$ cat config.mk
export PLATFORM = sky130hd
export DESIGN_NAME = fa_pipe
export DESIGN_NICKNAME = d
export VERILOG_FILES = /design/src/rtl/fa_pipe.sv
export SDC_FILE = /design/constraint.sdc
export NUM_CORES = 1
export LEC_CHECK = 0
export ABC_AREA = 1
export BUFFER_PORTS_ARGS = -buffer_cell sky130_fd_sc_hd__buf_2
export CORE_AREA = 5 5 136 138
export CTS_BUF_LIST = sky130_fd_sc_hd__clkbuf_4
export DETAILED_ROUTE_END_ITERATION = 10
export DIE_AREA = 0 0 141 143
export PLACE_DENSITY_LB_ADDON = 0.05
export SLEW_MARGIN = 0
export SYNTH_ARGS = -nofsm -noshare
export SYNTH_HDL_FRONTEND = slang
export SYNTH_SLANG_ARGS = --single-unit
$ cat constraint.sdc
create_clock -name clk -period 6.8 [get_ports clk]
set_input_delay 1.36 -clock clk [delete_from_list [all_inputs] [get_ports clk]]
set_output_delay 1.36 -clock clk [all_outputs]
set_load 0.1 [all_outputs]
$ cat src/rtl/fa_pipe.sv
// fa_pipe: carry-chained pipelined adder/subtractor, one CHUNK-bit slice per stage.
// Optional signed-overflow output enabled by defining FA_PIPE_OVF_EN.
module fa_pipe #(
    parameter int W     = 24,
    parameter int CHUNK = 8
) (
    input  logic         clk,
    input  logic         rst,
    input  logic         in_valid,
    output logic         in_ready,
    input  logic [W-1:0] a,
    input  logic [W-1:0] b,
    input  logic         cin,
    input  logic         sub,
    output logic         out_valid,
    input  logic         out_ready,
    output logic [W-1:0] s,
`ifdef FA_PIPE_OVF_EN
    output logic         ovf,
`endif
    output logic         cout
);

    localparam int STAGES = W / CHUNK;

    logic         w_adv;
    logic [W-1:0] w_b_eff;
    logic         w_cin_eff;

    assign w_adv     = !out_valid || out_ready;
    assign in_ready  = w_adv;
    assign w_b_eff   = sub ? ~b : b;
    assign w_cin_eff = cin ^ sub;

`ifdef FA_PIPE_OVF_EN
    logic r_ovf;
    assign ovf = r_ovf;
`endif

    genvar k;
    generate
        for (k = 0; k < STAGES; k++) begin : g_st
            localparam int RIN = W - k * CHUNK;

            logic [RIN-1:0]         w_a;
            logic [RIN-1:0]         w_b;
            logic                   w_c;
            logic                   w_v;
            logic [CHUNK:0]         w_sum;
            logic [(k+1)*CHUNK-1:0] w_pn;

            logic                   r_v;
            logic                   r_c;
            logic [(k+1)*CHUNK-1:0] r_p;

            assign w_sum = {1'b0, w_a[CHUNK-1:0]}
                         + {1'b0, w_b[CHUNK-1:0]}
                         + {{CHUNK{1'b0}}, w_c};

            if (k == 0) begin : g_in
                assign w_a  = a;
                assign w_b  = w_b_eff;
                assign w_c  = w_cin_eff;
                assign w_v  = in_valid;
                assign w_pn = w_sum[CHUNK-1:0];
            end else begin : g_in
                assign w_a  = g_st[k-1].g_op.r_a;
                assign w_b  = g_st[k-1].g_op.r_b;
                assign w_c  = g_st[k-1].r_c;
                assign w_v  = g_st[k-1].r_v;
                assign w_pn = {w_sum[CHUNK-1:0], g_st[k-1].r_p};
            end

            // Data only moves with a real beat, so outputs hold across bubbles.
            always_ff @(posedge clk or posedge rst) begin
                if (rst) begin
                    r_v <= 1'b0;
                    r_c <= 1'b0;
                    r_p <= '0;
                end else if (w_adv) begin
                    r_v <= w_v;
                    if (w_v) begin
                        r_c <= w_sum[CHUNK];
                        r_p <= w_pn;
                    end
                end
            end

            if (k < STAGES - 1) begin : g_op
                logic [RIN-CHUNK-1:0] r_a;
                logic [RIN-CHUNK-1:0] r_b;

                always_ff @(posedge clk or posedge rst) begin
                    if (rst) begin
                        r_a <= '0;
                        r_b <= '0;
                    end else if (w_adv && w_v) begin
                        r_a <= w_a[RIN-1:CHUNK];
                        r_b <= w_b[RIN-1:CHUNK];
                    end
                end
            end

`ifdef FA_PIPE_OVF_EN
            if (k == STAGES - 1) begin : g_ov
                // Top operand slice still carries the sign bits of a and b_eff.
                always_ff @(posedge clk or posedge rst) begin
                    if (rst) begin
                        r_ovf <= 1'b0;
                    end else if (w_adv && w_v) begin
                        r_ovf <= (w_a[CHUNK-1] == w_b[CHUNK-1]) &&
                                 (w_sum[CHUNK-1] != w_a[CHUNK-1]);
                    end
                end
            end
`endif
        end
    endgenerate

    assign out_valid = g_st[STAGES-1].r_v;
    assign cout      = g_st[STAGES-1].r_c;
    assign s         = g_st[STAGES-1].r_p;

endmodule
# Word-level counts from Yosys, hierarchy flattened

Index checks and enable logic that the tools add are counted.

$lt $le $gt $ge: 0
Shift operators: 0
Bitwise gates (word level): 2
$add $sub $neg: 6
Eq/ne operators: 0
Reductions and logical operators: 7
Multiply operators: 0
Divide/modulo/power cells: 0
Muxes and demuxes: 1

Operators by type and width:

| kind                 | number |
|---|---|
| adder 8 x 8 -> 9 bit | 3 |
| adder 9 x 1 -> 9 bit | 3 |
| two-way mux 24 bit   | 1 |
| inverter 24 bit      | 1 |
| AND reduction 2 bit  | 3 |
| logical AND 1 bit    | 2 |
| logical NOT 1 bit    | 1 |
| logical OR 1 bit     | 1 |
| bitwise XOR 1 bit    | 1 |

Logic and storage cells: 29
ROM bits: 0
Memories kept: 0
Latch bits: 0
Memory bits (writable): 0
Flip-flop bits (word level): 102

# Depth between registers and ports, before layout

Gate-level depths: netlist of the first run.

Word-level depth: 4
Gate-level depth with buffers: 14

# Worst setup path after synthesis of the first run

Ideal clock, no wire load.

Path kind: input to output
Start: input out_ready
End: output in_ready
Slack: 3,600 ps
Cell stages on the path: 2
Buffers on the path: 0
Data arrival time: 1,840 ps
Path through: nor2_8 inv_2

Longest elaborated chain between the ends: 1

Ends and longest elaborated chain:

| item             | line | source |
|---|---|---|
| from (decl)      | 16   | `input logic out_ready,` |
| logical OR 1 bit | 30   | `assign w_adv = !out_valid \|\| out_ready;` |
| to (decl)        | 10   | `output logic in_ready,` |

No other way between the ends.

# Worst setup path in the final report of the first run

Same ends and word-level chain as after synthesis.

==> impl_results.md, run 1 <==
* First-pass GRT wire length at roughly 20 mm
* WL final at roughly 12 mm
* Syn nets at 688
* Max-cap viol count at 0
* Utilization after layout at 0.344
* Post-CTS Hold Fix Bufs at 0
* Postcts setup bufs at 0
* Max clock buf depth at 2
* Largest net degree at the start of global routing at 76
* EDFF count, synth at 0
* Int Power at 1310 uW
* Per-cell routed wire length at 13.1 um
* Nets at 759
* Final period util at 0.512
* Min Tclk post-route at around 3.5 ns
* FF/Latch Area at 2550 um^2
* Combinational power share at 0.524
* IO Count at slightly above 80
* Via density per instance at 4.20
* Share of post-route cells with drive strength above 1 at 0.152
* Leak at 0.00315 uW
* Vias in the first global route at 3884
* Number of fill cells at between 1.5k and 2k
* Final TNS setup at 0 ns
* Worst EP arrival at 2.12 ns
* RSZ-0062 raised after global routing: false
* Slew HR at 0.359
* Fmax achieved at 0.287 GHz
* Total grt overflow at 0
* Clk_lat worst skew at 0.47 ns
* Initial antenna violation count at 1
* Worst Path Required at 5.44 ns
* IO buf count at 80
* Multi-input logic area at 2260 um^2
* Post-synthesis cell type count at 25
* Inserted Clock Buffers at 9
* Post-Syn Area at between 5000 and 6000 um^2
* Layout area overhead at 12.7%
* Die width at 141 um
* Global Route Usage Sum at 0.127
* GPL Wtd Cong at 0.765
* HPWL Detailed at around 8.6 mm
* Drt initial violations at 221
* Syn Area/Cell at 8.56 um^2
* Clock transition at path regs at 0.14 ns
* Worst hold slack at 0.485 ns
* Post-synthesis sequential area ratio at 0.491
* Die Area at 20200 um^2
* TritonCTS clock tree: built
* Starting Density at 0.305
* Worst setup SP type: input pin
* Final ANT Viol Nets at 0
* Final setup violation count at 0
* Outcome: completed
* Clk pwr share at 0.116
* Synth Register Bits at 102
* Post-CTS sizing at 0
* Synth Instances at 607
* Sw Share at 0.517
* Max Clock Skew at 0.0197 ns
* Critical path class: input pin to output port
* Fraction of registers with async set or reset after synthesis at 1.00
* PwrDens at 464 nW/um^2
* # H-tree levels at 3
* Sequential power share at 0.359
* Sink Count at 102
* Core Area at roughly 17000 um^2
* Worst min-delay path class: flip-flop to flip-flop
* Worst-Margin Slew at 0.961 ns
* Pre-antenna DRT Iters at 4
* Hold Vio Cnt, Final at 0
* Net Sw Power at roughly 1400 uW
* Pins Over Slew Limit at 0
* Worst Path Max Fanout at 4
* Main synth FF type: dfrtp_1
* Root Driver: clkbuf_4
* Die Y at 143 um
* Synth warn at 0
* VDD IR max at about 320 uV
* Drt drc at 0
* Worst Setup End Kind: output port
* Setup slack, reg-to-reg at 4.85 ns
* Core Rows at 48
* Total number of vias at 3813
==> area by class of cell <==
type / count / area share
Antenna cell: 1 / 0.000427
Clock buffer: 9 / 0.0115
Clock inverter: 6 / 0.0109
Inverter: 56 / 0.0376
Multi-Input combinational cell: 428 / 0.386
Sequential cell: 102 / 0.436
Tap cell: 225 / 0.0480
Timing Repair Buffer: 81 / 0.0696
==> path summary, 6_finish.rpt <==
| kind | to | cells past startpoint | start |
|---|---|---|---|
| hold / removal | s[16] | 2 | s[16] |
| max in group asynchronous | g_st[1].r_p[7] | 3 | rst |
| setup / recovery | in_ready | 4 | out_ready |
| min in group asynchronous | g_st[0].g_op.r_a[4] | 2 | rst |
| hold reg to reg | s[16] | 2 | s[16] |
| setup reg to reg | g_st[1].r_p[14] | 9 | g_st[0].r_c |
==> worst max-delay path, cell delays in order <==
cell	delay [ns]
buf_2	0.13
nor2_8	0.24
inv_2	0.09
buf_2	0.30
==> power groups by stage <==
stage / Combinational, uW / Sequential, uW / Clock (uW)
2_1_floorplan: 707 / 1440 / 0
3_3_place_gp: 1440 / 989 / 0
3_5_place_dp: 1440 / 996 / 0
4_1_cts: 1450 / 982 / 335
5_1_grt: 1590 / 1010 / 357
6_report: 1430 / 978 / 316
==> layout by cell type (no fill, tap or decap), types with 2 or more instances in the layout <==
cell / instances
a21oi_1: 11
a31oi_1: 2
buf_2: 80
clkbuf_4: 9
clkinv_1: 2
clkinv_4: 3
dfrtp_1: 102
fa_1: 6
ha_1: 21
inv_1: 51
inv_4: 4
nand2_1: 245
nand3_1: 28
nand3b_1: 9
nor2_1: 16
nor2_8: 4
o21ai_1: 48
o21bai_1: 2
or2_1: 5
xnor2_1: 10
xor2_1: 17
==> metal layers <==
metal / global-route usage / share of wire
met3: 0.0221 / 0.039
met5: 0 / 0
met1: 0.198 / 0.56
met2: 0.172 / 0.38
met4: 0.0535 / 0.020
==> flip-flops by register name (all words and copies together), names as in the netlist <==
name	count
cout	1
g_st.g_op.r_b	24
out_valid	1
g_st.r_p	24
g_st.g_op.r_a	24
s	24
g_st.r_c	2
g_st.r_v	2
==> synth_stat cells (all sizes together), types with 7 or more instances <==
cell    number  area (um^2)
a21oi       11         55.1
buf         21          164
dfrtp      102         2550
ha          21          263
inv         56          218
nand2      245          920
nand3       28          140
nand3b       9         67.6
nor2        20          140
o21ai       49          245
or2          7         43.8
xnor2       10         87.6
xor2        17          149
==> cells by family (layout without fill, tap and decap cells) <==
family,after synthesis,after routing,synth area share
and+or+nand+nor,310,310,0.253
adders and majority gates,27,27,0.0736
xor gates and xnor gates,27,27,0.0455
buffers and inverters,77,152,0.0734
AOI/OAI and AO/OA,64,64,0.0631
DFF,102,102,0.491
other,0,1,0
==> per-stage QoR <==
step	area, um^2	worst slack, ns	instances	total power (uW)
detailed placement	5730	3.21	892	2440
global route	5860	3.28	908	2960
finish	5860	3.32	908	2720
CTS	5860	3.32	907	2770
global placement	5730	3.27	892	2430
floorplan	5200	2.76	607	2150
Note: power is estimated with default switching activity, not from simulation.
==> run 2: changes to the inputs <==
Settings changed: ABC_AREA 1 to 0, CORE_AREA 5 5 136 138 to 5 5 132 134, DIE_AREA 0 0 141 143 to 0 0 137 139.
Clock period 6.8 ns to 3.2 ns, I/O delays scaled along.
==> impl_results.md, run 2 <==
* Final TNS setup at 0 ns
* Postcts setup bufs at 0
* Initial antenna violation count at 0
* Worst Path Required at between 2 and 3 ns
* Synth Register Bits at 102
* Vias in the first global route at between 3k and 4k
* Per-cell routed wire length at 14.7 um
* Largest net degree at the start of global routing at 46
* Most common cell after layout, fill and taps aside: dfrtp_1
* Worst EP arrival at 1.82 ns
* WL final at roughly 10 mm
* HPWL Detailed at 7.66 mm
* Clock transition at path regs at 0.16 ns
* Synth warn at 0
* Slew HR at 0.476
* Number of fill cells at 1639
* Post-synthesis sequential area ratio at 0.523
* Drt drc at 0
* Root Driver: clkbuf_4
* # H-tree levels at 3
* Highest-count cells in the layout ignoring fill and taps: dfrtp_1, buf_2, mux2_2
* Pins Over Slew Limit at 0
* Main synth FF type: dfrtp_1
* Worst Setup End Kind: output port
* Starting Density at 0.302
* PwrDens at 1060 nW/um^2
* Worst Path Max Fanout at 11
* Synth area leader: dfrtp_1
* Post-CTS sizing at 0
* Core Area at 16200 um^2
* Count leader, synth: dfrtp_1
* First-pass GRT wire length at roughly 17 mm
* IO Count at 81
* Antenna cell count at 0
* Syn nets at 486
* Syn Area/Cell at approximately 12 um^2
* Max-cap viol count at 0
* Layout area overhead at 17.3%
* Worst min-delay path class: input pin to async pin
* Final std cells w/o fill at between 700 and 800
* Min Tclk post-route at 2.46 ns
* EDFF count, synth at 0
* Nets at 567
* Share of post-route cells with drive strength above 1 at 0.352
* Final setup violation count at 0
* Design area at 5730 um^2
* Hold Vio Cnt, Final at 0
* Fraction of registers with async set or reset after synthesis at 1.00
* Max clock buf depth at 2
* Post-synthesis cell type count at 33
* Dpl cell area at 5570 um^2
* Outcome: completed
* Top-area cell type share of the netlist area at 0.523
* Die Area at around 19000 um^2
* Fmax achieved at 0.406 GHz
* Die width at about 140 um
* Final period util at 0.769
* Max Clock Skew at 0.0194 ns
* Synth cell count leaders: dfrtp_1, mux2_2, o21ai_0
* Sink Count at 102
* Die Y at 139 um
* Synth Instances at 405
* Global Route Usage Sum at 0.117
* VDD IR max at between 400 and 500 uV
* Worst setup SP type: flip-flop
* Leak at between 0.002 and 0.003 uW
* Inserted Clock Buffers at 9
* Drt initial violations at 105
* Via density per instance at 4.48
* Core Rows at 47
* Final ANT Viol Nets at 0
* RSZ-0062 raised after global routing: false
* Post-Syn Area at 4880 um^2
* Total number of vias at 3188
* TritonCTS clock tree: built
* Clk_lat worst skew at 0.47 ns
* Inst Count DP at 695
* Synth area leaders: dfrtp_1, mux2_2, ha_1
* Critical path class: flip-flop to output port
* Worst-Margin Slew at 0.783 ns
* Pre-antenna DRT Iters at 4
* Total grt overflow at 0
* Utilization after layout at 0.354
* Post-CTS Hold Fix Bufs at 0
* IO buf count at 80
* GPL Wtd Cong at 0.791
## run 2: path summary, 6_finish.rpt
kind | startpoint | slack [ns] | cells past startpoint | to
min in group clk | a[8] | 0.39 | 2 | g_st[0].g_op.r_a[0]
min | rst | 0.19 | 2 | s[0]
min reg2reg | s[19] | 0.49 | 2 | s[19]
max reg2reg | g_st[0].r_c | 0.85 | 7 | g_st[1].r_p[14]
max in group asynchronous | rst | 2.16 | 3 | g_st[0].g_op.r_a[6]
max | out_valid | 0.74 | 2 | in_ready
## run 2: layout make-up
cell class,instances,area (um^2),area share
Clock inverter,6,86.3,0.0151
Multi-Input combinational cell,273,2180,0.381
Clock buffer,10,75.1,0.0131
Sequential cell,102,2550,0.446
Timing Repair Buffer,87,503,0.0878
Tap cell,220,275,0.0481
Inverter,13,52.6,0.00918
## run 2: report_power, final
part / switching, uW / internal (uW) / total (uW)
registers: 298 / 1810 / 2110
clock network: 430 / 325 / 755
logic: 2160 / 1040 / 3200
total: 2890 / 3180 / 6070
## run 2: cells by family (layout without fill, tap and decap cells)
family                     Yosys count  count (layout)  share of synthesized area
DFF                                102             102                      0.523
AOI/OAI and AO/OA                   87              87                      0.107
muxes                               61              61                      0.141
and+or+nand+nor                     59              59                     0.0512
xor gates and xnor gates            39              39                     0.0699
buffers and inverters               30             116                     0.0305
adders and majority gates           27              27                     0.0784
## run 2: per-stage QoR
step                      power (uW)  hold WS, ns  worst slack [ns]
after floorplan                 4750        0.445             0.619
after detailed placement        5400        0.465             0.571
final                           6070        0.188             0.740
after CTS                       6190        0.160             0.632
after global routing            6520        0.164             0.576
after global placement          5370        0.459             0.621
## run 2: critical path, cell delays in order (launching register included)
cell,delay (ns)
dfrtp_1,0.43
nand2b_1,0.41
buf_2,0.53
## run 2: routing by layer
layer	routed length, um	GRT usage
met5	0	0
met4	144	0.0299
met3	455	0.0381
met2	5110	0.198
met1	4760	0.145
==> run 3: changes to the inputs <==
Clock period 3.2 ns to 2.4 ns, I/O delays scaled along.
==> impl_results.md, run 3 (synthesized netlist as in run 2, its figures left out) <==
* Min Tclk post-route at 2.30 ns
* Critical Path Max Stage Delay at 0.48 ns
* Worst Path Max Fanout at 3
* Final setup violation count at 0
* Core Area at 16200 um^2
* Worst min-delay path class: input pin to async pin
* Per-cell routed wire length at about 15 um
* Via density per instance at 4.39
* Hold Vio Cnt, Final at 0
* PwrDens at around 1400 nW/um^2
* CP max-delay cell: fa_1
* Final TNS setup at 0 ns
* GPL Wtd Cong at 0.744
* IO buf count at 80
* Total grt overflow at 0
* TritonCTS clock tree: built
* Nets at 572
* Critical path class: flip-flop to flip-flop
* Bufs and invs on worst path at 0
* Final period util at 0.960
* Share of post-route cells with drive strength above 1 at 0.363
* Clk_lat worst skew at roughly 0.47 ns
* Outcome: completed
* Place WS at between 0.02 and 0.03 ns
* Critical path cell sequence: fa_1, fa_1, a21oi_1, a2bb2oi_2, nand2b_1, a211oi_1, o31ai_1
* Slew HR at 0.625
* Fmax achieved at 0.434 GHz
* Highest-count cells in the layout ignoring fill and taps: dfrtp_1, buf_2, mux2_2
* Global Route Usage Sum at 0.119
* Final ANT Viol Nets at 0
* RSZ-0062 raised after global routing: false
* Worst Setup End Kind: flip-flop
* First-pass GRT wire length at 17.6 mm
* # H-tree levels at 3
* Sink Count at 102
* Post-CTS Hold Fix Bufs at 0
* Postcts setup bufs at 0
* Root Driver: clkbuf_4
* Most common cell after layout, fill and taps aside: dfrtp_1
* Initial antenna violation count at 2
* Die Y at 139 um
* Layout area overhead at 18.4%
* Leak at 0.00265 uW
* Clock transition at path regs at 0.16 ns
* IO Count at 81
* Largest net degree at the start of global routing at 103
* Max Clock Skew at 0.0151 ns
* Starting Density at 0.302
* PnR worst setup slack at around 0.096 ns
* Max-cap viol count at 0
* Worst-Margin Slew at 0.563 ns
* Worst Path Required at 2.76 ns
* Worst EP arrival at 2.67 ns
* Die width at 137 um
* Crit path max-delay family: adder cells
* Reg-to-Reg Start: g_st[0].r_c
* Die Area at 19000 um^2
* Worst setup path start: g_st[0].r_c
* Top cell by count, worst path: fa_1
* Inserted Clock Buffers at 9
* Pre-antenna DRT Iters at 4
* HPWL Detailed at 7.61 mm
* VDD IR max at 595 uV
* Pins Over Slew Limit at 0
* Worst setup SP type: flip-flop
* Max clock buf depth at 2
* Total number of vias at 3154
* WL final at 10.5 mm
* Core Rows at 47
* Drt drc at 0
* Vias in the first global route at between 3k and 4k
* Drt initial violations at 91
[run 3: cell count changes in the layout (fill, tap and decap cells not counted)]
cell | before | now
a2bb2oi_1 | 1 | 0
buf_12 | 4 | 2
clkinv_2 | 2 | 1
diode_2 | 0 | 2
a21oi_2 | 0 | 1
buf_4 | 3 | 10
clkbuf_4 | 10 | 9
a2bb2oi_2 | 0 | 1
bufinv_16 | 2 | 3
inv_6 | 0 | 2
a21oi_1 | 17 | 16
clkinv_4 | 1 | 0
[run 3: layout make-up]
cell class / instances / area [um^2]
Multi-Input combinational cell: 273 / 2190
Antenna cell: 2 / 5.00
Inverter: 13 / 52.6
Fill cell: 1663 / 10400
Timing Repair Buffer: 92 / 515
Tap cell: 220 / 275
Clock inverter: 7 / 120
Clock buffer: 9 / 67.6
Sequential cell: 102 / 2550
[run 3: report_power, final]
part	total (uW)	internal [uW]	switching, uW
clock	1140	533	603
combinational	4340	1430	2910
sequential	2810	2410	395
total	8280	4380	3910
[run 3: path summary, 6_finish.rpt]
kind	endpoint	slack, ns	depth (start not counted)
max reg2reg	g_st[1].r_p[14]	0.1	7
min	g_st[1].r_p[1]	0.13	3
min reg2reg	s[19]	0.49	2
max	g_st[1].r_p[14]	0.1	7
max in group asynchronous	g_st[1].r_p[14]	1.84	3
min in group clk	g_st[0].g_op.r_a[1]	0.22	2
[run 3: worst register-to-register path, cell delays in order, from the launching register on]
cell,delay (ns)
dfrtp_1,0.43
fa_1,0.48
fa_1,0.43
a21oi_1,0.27
a2bb2oi_2,0.19
nand2b_1,0.07
a211oi_1,0.23
o31ai_1,0.10
[run 3: through the flow]
stage	hold WS, ns	utilization	instances	area [um^2]	power (uW)
2_1_floorplan	0.445	-	405	4890	6340
3_3_place_gp	0.458	0.345	700	5580	7210
3_5_place_dp	0.466	0.345	700	5580	7250
4_1_cts	0.128	0.357	716	5770	8430
5_1_grt	0.0965	0.357	718	5780	8900
6_report	0.131	0.357	718	5780	8280
[run 3: timing repair]
item	4_1_cts	5_1_grt
hold endpoints to repair	0	0
resized for setup	0	2
endpoints found under the setup margin	0	4
[run 3: layer usage]
metal  vias to the layer above  share of wire  GRT usage
li1                       1572              -          -
met2                        54           0.49      0.194
met1                      1522           0.45      0.150
met3                         6          0.045     0.0403
met4                         0         0.0092     0.0299
met5                         -              0          0
